<file path="src/rtl/qsv_ctrl_pkg.sv">
// Shared definitions for the microcoded sequencer: control-word field layout,
// sequencer states, and a packed view of the word as the datapath sees it.
package qsv_ctrl_pkg;

  localparam int SAMPLE_SIZE = 4;
  localparam int CTRL_WIDTH  = 13;
  localparam int DEPTH       = 16;
  localparam int ADDR_BIT    = 4;

  localparam int LD_LSB         = 0;
  localparam int LD_W           = SAMPLE_SIZE;
  localparam int SEL_REG0_LSB   = 4;
  localparam int SEL_REG0_W     = 1;
  localparam int SEL_REG1_LSB   = 5;
  localparam int SEL_REG1_W     = 2;
  localparam int SEL_REG2_LSB   = 7;
  localparam int SEL_REG2_W     = 2;
  localparam int SEL_REG3_LSB   = 9;
  localparam int SEL_REG3_W     = 2;
  localparam int SEL_ALU0_2_LSB = 11;
  localparam int SEL_ALU1_1_LSB = 12;

  typedef enum logic [1:0] {
    ST_IDLE = 2'd0,
    ST_RUN  = 2'd1,
    ST_DONE = 2'd2
  } state_e;

  // Field order is MSB first so the packed struct overlays the raw word.
  typedef struct packed {
    logic                   sel_alu1_1;
    logic                   sel_alu0_2;
    logic [SEL_REG3_W-1:0]  sel_reg3;
    logic [SEL_REG2_W-1:0]  sel_reg2;
    logic [SEL_REG1_W-1:0]  sel_reg1;
    logic [SEL_REG0_W-1:0]  sel_reg0;
    logic [LD_W-1:0]        ld;
  } ctrl_word_t;

endpackage

</file>
<file path="src/rtl/qsv_prog_table.sv">
// Program store: register file of control words, one write port,
// asynchronous read, cleared by reset.
module qsv_prog_table
  import qsv_ctrl_pkg::*;
#(
  parameter int ctrl_width = CTRL_WIDTH,
  parameter int depth      = DEPTH,
  parameter int addr_bit   = ADDR_BIT
) (
  input  logic                  clk,
  input  logic                  rst,
  input  logic                  we,
  input  logic [addr_bit-1:0]   waddr,
  input  logic [ctrl_width-1:0] wdata,
  input  logic [addr_bit-1:0]   raddr,
  output logic [ctrl_width-1:0] rdata
);

  logic [ctrl_width-1:0] mem_q [depth];
  logic [ctrl_width-1:0] mem_d [depth];

  always_comb begin
    mem_d = mem_q;
    if (we) mem_d[waddr] = wdata;
  end

  always_ff @(posedge clk or posedge rst) begin
    if (rst) mem_q <= '{default: '0};
    else     mem_q <= mem_d;
  end

  assign rdata = mem_q[raddr];

endmodule

</file>
<file path="src/rtl/qsv_microseq.sv">
// Microcoded control unit: replays table words 0..len-1 onto the datapath
// select/load lines, with stall, abort and config-write guarding.
module qsv_microseq
  import qsv_ctrl_pkg::*;
#(
  parameter int sample_size = SAMPLE_SIZE,
  parameter int ctrl_width  = CTRL_WIDTH,
  parameter int depth       = DEPTH,
  parameter int addr_bit    = ADDR_BIT
) (
  input  logic                  clk,
  input  logic                  rst,
  input  logic                  cfg_we,
  input  logic [addr_bit-1:0]   cfg_addr,
  input  logic [ctrl_width-1:0] cfg_data,
  input  logic [addr_bit:0]     prog_len,
  input  logic                  start,
  input  logic                  hold,
  input  logic                  abort,
  output logic [ctrl_width-1:0] ctrl_word,
  output logic                  busy,
  output logic                  done,
  output logic                  aborted,
  output logic                  cfg_err,
  output logic [addr_bit-1:0]   pc
);

  localparam logic [ctrl_width-1:0] LD_MASK =
    {{(ctrl_width-sample_size){1'b0}}, {sample_size{1'b1}}};
  localparam logic [addr_bit:0] DEPTH_LEN = (addr_bit+1)'(depth);

  state_e                state_q, state_d;
  logic [addr_bit-1:0]   pc_q, pc_d;
  logic [addr_bit:0]     len_q, len_d;
  logic                  aborted_q, aborted_d;
  logic                  cfg_err_q, cfg_err_d;
  logic                  cfg_ok;
  logic [addr_bit:0]     len_sat;
  logic [ctrl_width-1:0] rd_word;

  assign cfg_ok  = cfg_we && (state_q == ST_IDLE);
  assign len_sat = (prog_len > DEPTH_LEN) ? DEPTH_LEN : prog_len;

  qsv_prog_table #(
    .ctrl_width (ctrl_width),
    .depth      (depth),
    .addr_bit   (addr_bit)
  ) u_table (
    .clk   (clk),
    .rst   (rst),
    .we    (cfg_ok),
    .waddr (cfg_addr),
    .wdata (cfg_data),
    .raddr (pc_q),
    .rdata (rd_word)
  );

  always_comb begin
    state_d   = state_q;
    pc_d      = pc_q;
    len_d     = len_q;
    aborted_d = 1'b0;
    cfg_err_d = cfg_we && (state_q != ST_IDLE);
    ctrl_word = '0;
    busy      = 1'b0;
    done      = 1'b0;
    unique case (state_q)
      ST_IDLE: begin
        if (start) begin
          len_d   = len_sat;
          pc_d    = '0;
          state_d = (len_sat == '0) ? ST_DONE : ST_RUN;
        end
      end
      ST_RUN: begin
        busy = 1'b1;
        // Abort outranks hold and completion; the word is blanked in that same cycle.
        if (abort) begin
          aborted_d = 1'b1;
          pc_d      = '0;
          state_d   = ST_IDLE;
        end else if (hold) begin
          ctrl_word = rd_word & ~LD_MASK;
        end else begin
          ctrl_word = rd_word;
          if ({1'b0, pc_q} == len_q - 1'b1) begin
            pc_d    = '0;
            state_d = ST_DONE;
          end else begin
            pc_d = pc_q + 1'b1;
          end
        end
      end
      ST_DONE: begin
        done    = 1'b1;
        pc_d    = '0;
        state_d = ST_IDLE;
      end
      default: begin
        pc_d    = '0;
        state_d = ST_IDLE;
      end
    endcase
  end

  always_ff @(posedge clk or posedge rst) begin
    if (rst) begin
      state_q   <= ST_IDLE;
      pc_q      <= '0;
      len_q     <= '0;
      aborted_q <= 1'b0;
      cfg_err_q <= 1'b0;
    end else begin
      state_q   <= state_d;
      pc_q      <= pc_d;
      len_q     <= len_d;
      aborted_q <= aborted_d;
      cfg_err_q <= cfg_err_d;
    end
  end

  assign pc      = pc_q;
  assign aborted = aborted_q;
  assign cfg_err = cfg_err_q;

endmodule

</file>
<file path="config.mk">
export PLATFORM = sky130hd
export DESIGN_NAME = qsv_microseq
export DESIGN_NICKNAME = d
export VERILOG_FILES = /design/src/rtl/qsv_ctrl_pkg.sv /design/src/rtl/qsv_prog_table.sv /design/src/rtl/qsv_microseq.sv
export SDC_FILE = /design/constraint.sdc
export NUM_CORES = 1
export LEC_CHECK = 0
export BUFFER_PORTS_ARGS = -buffer_cell sky130_fd_sc_hd__buf_2
export CAP_MARGIN = 20
export CORE_ASPECT_RATIO = 1.25
export CORE_MARGIN = 4
export CORE_UTILIZATION = 46
export DETAILED_ROUTE_END_ITERATION = 6
export GPL_TIMING_DRIVEN = 1
export HOLD_SLACK_MARGIN = 0.03
export SLEW_MARGIN = 20
export SYNTH_ARGS = -nofsm -noshare
export SYNTH_HDL_FRONTEND = slang
export SYNTH_SLANG_ARGS = --single-unit
</file>
<file path="constraint.sdc">
create_clock -name clk -period 7.35 [get_ports clk]
set_clock_uncertainty 0.2 [all_clocks]
set_input_delay 1.47 -clock clk [delete_from_list [all_inputs] [get_ports clk]]
set_output_delay 1.47 -clock clk [all_outputs]
set_load 0.01 [all_outputs]
</file>
# == After elaboration in Yosys (flattened, before gate mapping) ==
# Cells that the tools add are included.
# word_totals
romBits,0
elab_cells,69
regBits,221
memories,0
input_bits,28
output_inout_bits,21
latchBits,0
mem_bits_rw,0
# op_classes
div_mod_pow,0
add_sub_neg,2
n_mul,0
magnitude_cmp,4
n_bitwise,2
reduce_logical,9
eq_ne,6
n_shift,0
mux,25
# ops
operator,n
$bwmux W208,1
$mux W13,5
$bmux W13 S4,1
$demux W13 S4,1
$mux W4,5
$ge A5 B5 Y1 const B,2
$mux W2,5
$not A4 Y5,2
$pmux W4 S2,1
$ne A3 B3 Y1 const B,2
$eq A4 B5 Y1,1
$gt A5 B5 Y1 const B,1
$logic_not A5 Y1,1
$lt A5 B1 Y1 const B,1
$mux W5,1
$sub A5 B1 Y5 const B,1
$add A4 B1 Y4 const B,1
$mux W1,4
$pmux W2 S2,1
$reduce_and A2 Y1,2
$logic_and A1 B1 Y1,3
$reduce_and A3 Y1,1
$eq A2 B1 Y1 const B,1
$eq A2 B2 Y1 const B,1
3 further kinds,3

# == Depth between registers and ports, before layout ==
# depth
depth_word,7
depth_mapped,7

# == Modules after synthesis ==
# A second synthesis with hierarchy kept.
# hier_totals
hier_cells,676
hier_area_um2,10218.6
# by_module_without_submodules
mod,seq_area_each_um2,instances,cells_each,area_each_um2
qsv_prog_table,5205.0,1,587,9375.2
qsv_microseq,325.3,1,89,843.3

# == Least setup slack after synthesis ==
# Ideal clock, no wire load.
# synth_path
kind,input to output
from,in abort
to,out ctrl_word[0]
arrival_ns,2.245
setup_slack_ns,3.435
required_time_ns,5.680
cell_stages,3
path_buffers,1
path_cell_list,nand2b_1 > clkbuf_1 > nor3b_1
# synth_between
elab_chain_cells,2
# synth_rtl
element,line,rtl
from (decl),qsv_microseq.sv:19,"input logic abort,"
$mux W13,qsv_microseq.sv:78,if (abort) begin
$mux W13,qsv_microseq.sv:67,unique case (state_q)
to (decl),qsv_microseq.sv:20,"output logic [ctrl_width-1:0] ctrl_word,"
# No other way between the ends.

# == Worst setup path after layout ==
# layout_path
from,"reg pc_q[0], in the netlist pc[0]"
to,out ctrl_word[9]
# layout_between
elab_chain_cells,6
# layout_rtl
element,line,rtl
from (decl),qsv_microseq.sv:33,"logic [addr_bit-1:0] pc_q, pc_d;"
from (signal assigned),qsv_microseq.sv:115,pc_q <= pc_d;
$not A4 Y5 (not written as such),qsv_prog_table.sv:32,assign rdata = mem_q[raddr];
$bmux W13 S4,qsv_prog_table.sv:32,
$mux W13 (not written as such) (2 in series),qsv_prog_table.sv:32,
$mux W13,qsv_microseq.sv:78,
$mux W13,qsv_microseq.sv:67,
# No other way between the ends. The select of a mux whose other input is x is not followed.

==> run_results.csv <==
group,metric,value,unit
run_status,status,"completed",
timing,period_share,67.4,%
logic_synthesis,synthFlopType,"dfrtp_1",
clock_network,cts_tree,"done",
pwr,clkPwrFrac,25.8,%
detailed_routing,dr.max_layer_used,"met4",
detailed_routing,drtIter0Drc,198,
placed_design,io_buffers,48,
min_path,hold_path.startpoint,"u_table.mem_q[18]",
critical_path,critPathMaxStageDelay,0.82,ns
global_route,grtUsageTotal,19.4,%
flow_run,drv_cap,0,
detailed_routing,drt_first_pass_iters,5,
timing,setup-tns-final,0,ns
logic_synthesis,synthCells,646,
critical_path,cp.depth,5,
pwr,p_leak,5.08,nW
logic_synthesis,ys_seq_area_share,53.8,%
critical_path,crit_type,"reg2out",
global_route,grt_pass1_vias,6176,
timing,max_slew_margin,24.8,%
pwr,peakVddDrop,0.186,mV
detailed_routing,met2WireLength,11.4,mm
clock_network,hold_buffers,0,
final_layout,area_delta_synth_final,11.6,%
critical_path,crit_buf_inv,2,
floorplanning,initial_utilization,47.2,%
critical_path,cp_slowest_cell,"dfrtp_4",
clock_network,postCtsSetupBuffers,0,
logic_synthesis,yosysWarnings,0,
floorplanning,die-area,24800,sq um
pwr,power.switching,1.20,mW
detailed_routing,drt.antenna.violating_nets,0,
placed_design,place.gp.congestion,0.797,
detailed_routing,met1_length,10.3,mm
floorplanning,fp.dieH,175,microns
clock_network,cts_root_buf,"clkbuf_16",
timing,whs,0.301,ns
final_layout,n_antenna_cell,0,
logic_synthesis,synth.distinct_cells,42,
logic_synthesis,synth_fp_nets,676,
critical_path,start_kind,"flop",
floorplanning,rows,60,
timing,slew_violations,0,
critical_path,reg2regPathDepth,5,
timing,rsz0062_at_grt,"no",
global_route,grt_pass1_wl,36.9,mm
critical_path,cp_data_required_time,5.68,ns
logic_synthesis,syn_area,10300,sq um
global_route,grt-ovfl-total,0,
floorplanning,core_area,21800,sq um
pwr,power.density,391,nW/um^2
timing,min_period,4.95,ns
critical_path,endpoint_kind,"output port",
logic_synthesis,ys_seq_elements,221,
critical_path,path_max_fanout,32,
detailed_routing,drt_wl_total,23.5,mm
clock_network,ctsResizeCount,0,
clock_network,clock_sinks,221,
timing,setup_viol,0,
logic_synthesis,avgSynthCellArea,15.9,sq um
logic_synthesis,synth_edf_count,0,
critical_path,r2r_start,"state_q[0]",
global_route,antenna_found_initial,0,
final_layout,drive_gt1_share,54.8,%
detailed_routing,drc_errors,0,
global_route,grt_max_degree,84,
logic_synthesis,synthArstFlopShare,100,%
timing,tightest_slew,1.12,ns
critical_path,crit_path_start,"pc[0]",
clock_network,clk_pin_slew,0.06,ns
clock_network,h-tree-depth,1,
critical_path,path_cells,"buf_4, mux4_2, mux4_2, nor2b_1, buf_2",
pwr,netSwitchingFraction,26.8,%
detailed_routing,met3_length,1.26,mm
min_path,hold_path_class,"reg2reg",
timing,fmax,202,MHz
floorplanning,die_w,142,microns
clock_network,cts_buffers,23,
clock_network,cts_buffer_depth,3,
final_layout,final_nets,712,
min_path,hold_depth,1,
timing,finalHoldViolations,0,
floorplanning,io_pins,49,
placed_design,dpl.hpwl,13.9,mm
detailed_routing,vias,5678,
critical_path,critPathTopFamily,"multiplexers",
pwr,power_frac_seq,45.9,%
detailed_routing,via_per_inst,5.84,
pwr,power.internal,3.28,mW
detailed_routing,drt-wirelength-per-cell,24.1,microns
critical_path,crit_path_frequent_cell,"mux4_2",
critical_path,crit_arrival,3.28,ns
pwr,power_frac_comb,28.3,%
clock_network,worstSkewPairLatency,0.49,ns
==> path summary, 6_finish.rpt <==
| path | slack, ns | end |
|---|---|---|
| min in group asynchronous | 0.87 | u_table.mem_q[103] |
| min reg2reg | 0.30 | u_table.mem_q[18] |
| max | 2.40 | ctrl_word[9] |
| min | 0.30 | u_table.mem_q[18] |
| max in group asynchronous | 4.79 | pc[0] |
| max reg2reg | 4.50 | u_table.mem_q[199] |
==> final cells by class <==
type	instances	area, sq um
Fill cell	1818	10300
Sequential cell	221	5540
Multi-Input combinational cell	373	4480
Clock buffer	30	662
Tap cell	279	349
Timing Repair Buffer	59	327
Clock inverter	7	90.1
Inverter	4	18.8
==> cells in the mapped netlist, types with 3 or more instances <==
master	instances	share of area [%]
a21o_1	3	0.22
a21oi_1	3	0.15
buf_2	18	0.88
buf_4	4	0.29
buf_6	4	0.44
clkbuf_1	19	0.69
dfrtp_1	221	54
inv_1	4	0.15
mux2_2	209	23
mux4_1	4	1.0
mux4_2	58	13
mux4_4	3	0.73
nand2_1	14	0.51
nand2b_1	8	0.49
nand3_1	3	0.15
nor2_1	9	0.33
nor2_2	4	0.24
nor2b_1	15	0.91
nor3_1	5	0.24
nor3b_1	4	0.29
o21ai_0	4	0.19
xnor2_1	3	0.26
==> placed cells by master, fill, tap and decap left out, types with 2 or more instances in the layout <==
| master | n |
|---|---|
| a21o_1 | 3 |
| a21oi_1 | 3 |
| a22o_1 | 2 |
| buf_2 | 48 |
| buf_4 | 10 |
| bufinv_16 | 2 |
| clkbuf_16 | 23 |
| clkbuf_8 | 6 |
| clkinv_2 | 3 |
| clkinvlp_4 | 3 |
| dfrtp_1 | 218 |
| dfrtp_2 | 2 |
| ha_1 | 2 |
| inv_1 | 3 |
| mux2_2 | 209 |
| mux4_1 | 4 |
| mux4_2 | 58 |
| mux4_4 | 3 |
| nand2_1 | 14 |
| nand2b_1 | 8 |
| nand3_1 | 2 |
| nand3b_1 | 2 |
| nand4b_1 | 2 |
| nor2_1 | 9 |
| nor2_2 | 3 |
| nor2b_1 | 15 |
| nor3_1 | 4 |
| nor3b_1 | 4 |
| nor4b_1 | 2 |
| o21ai_0 | 4 |
| xnor2_1 | 3 |
| xor2_1 | 2 |
==> state kept, by name, indices dropped and copies added, names as in the netlist <==
signal and cells:
aborted 1, cfg_err 1, len_q 5, pc 4
state_q 2, u_table.mem_q 208
==> metal layers <==
metal	up-vias	global-route usage, %
met5	-	0
met4	0	4.48
met3	28	2.76
met2	120	31.4
met1	3052	28.0
li1	2478	-
==> power by group through the flow <==
| stage | Sequential (mW) | Clock (mW) | Combinational [mW] |
|---|---|---|---|
| floorplan | 1.92 | 0 | 1.15 |
| global placement | 2.05 | 0 | 1.23 |
| detailed placement | 2.08 | 0 | 1.29 |
| CTS | 2.06 | 1.19 | 1.29 |
| global route | 2.13 | 1.23 | 1.38 |
| finish | 2.06 | 1.16 | 1.27 |
==> kinds of logic (layout without fill, tap and decap cells) <==
family	Yosys count	after routing	share of synthesized area (%)
buf+inv	52	100	2.71
mux	274	274	37.4
fa+ha+maj	2	2	0.243
flops	221	221	53.8
simple gates	77	77	4.47
compound gates	15	15	0.986
xor+xnor	5	5	0.426
==> stage by stage <==
| step | setup slack, ns | cell area (sq um) | instances | util [%] | total power, mW |
|---|---|---|---|---|---|
| finish | 2.40 | 11500 | 973 | 52.7 | 4.48 |
| global route | 2.12 | 11500 | 973 | 52.7 | 4.74 |
| CTS | 2.25 | 11500 | 973 | 52.6 | 4.54 |
| detailed placement | 2.76 | 10700 | 936 | 49.2 | 3.37 |
| global placement | 2.80 | 10700 | 936 | 49.2 | 3.28 |
| floorplan | 2.80 | 10300 | 646 | - | 3.07 |
Power figures use the tool's default switching activity.
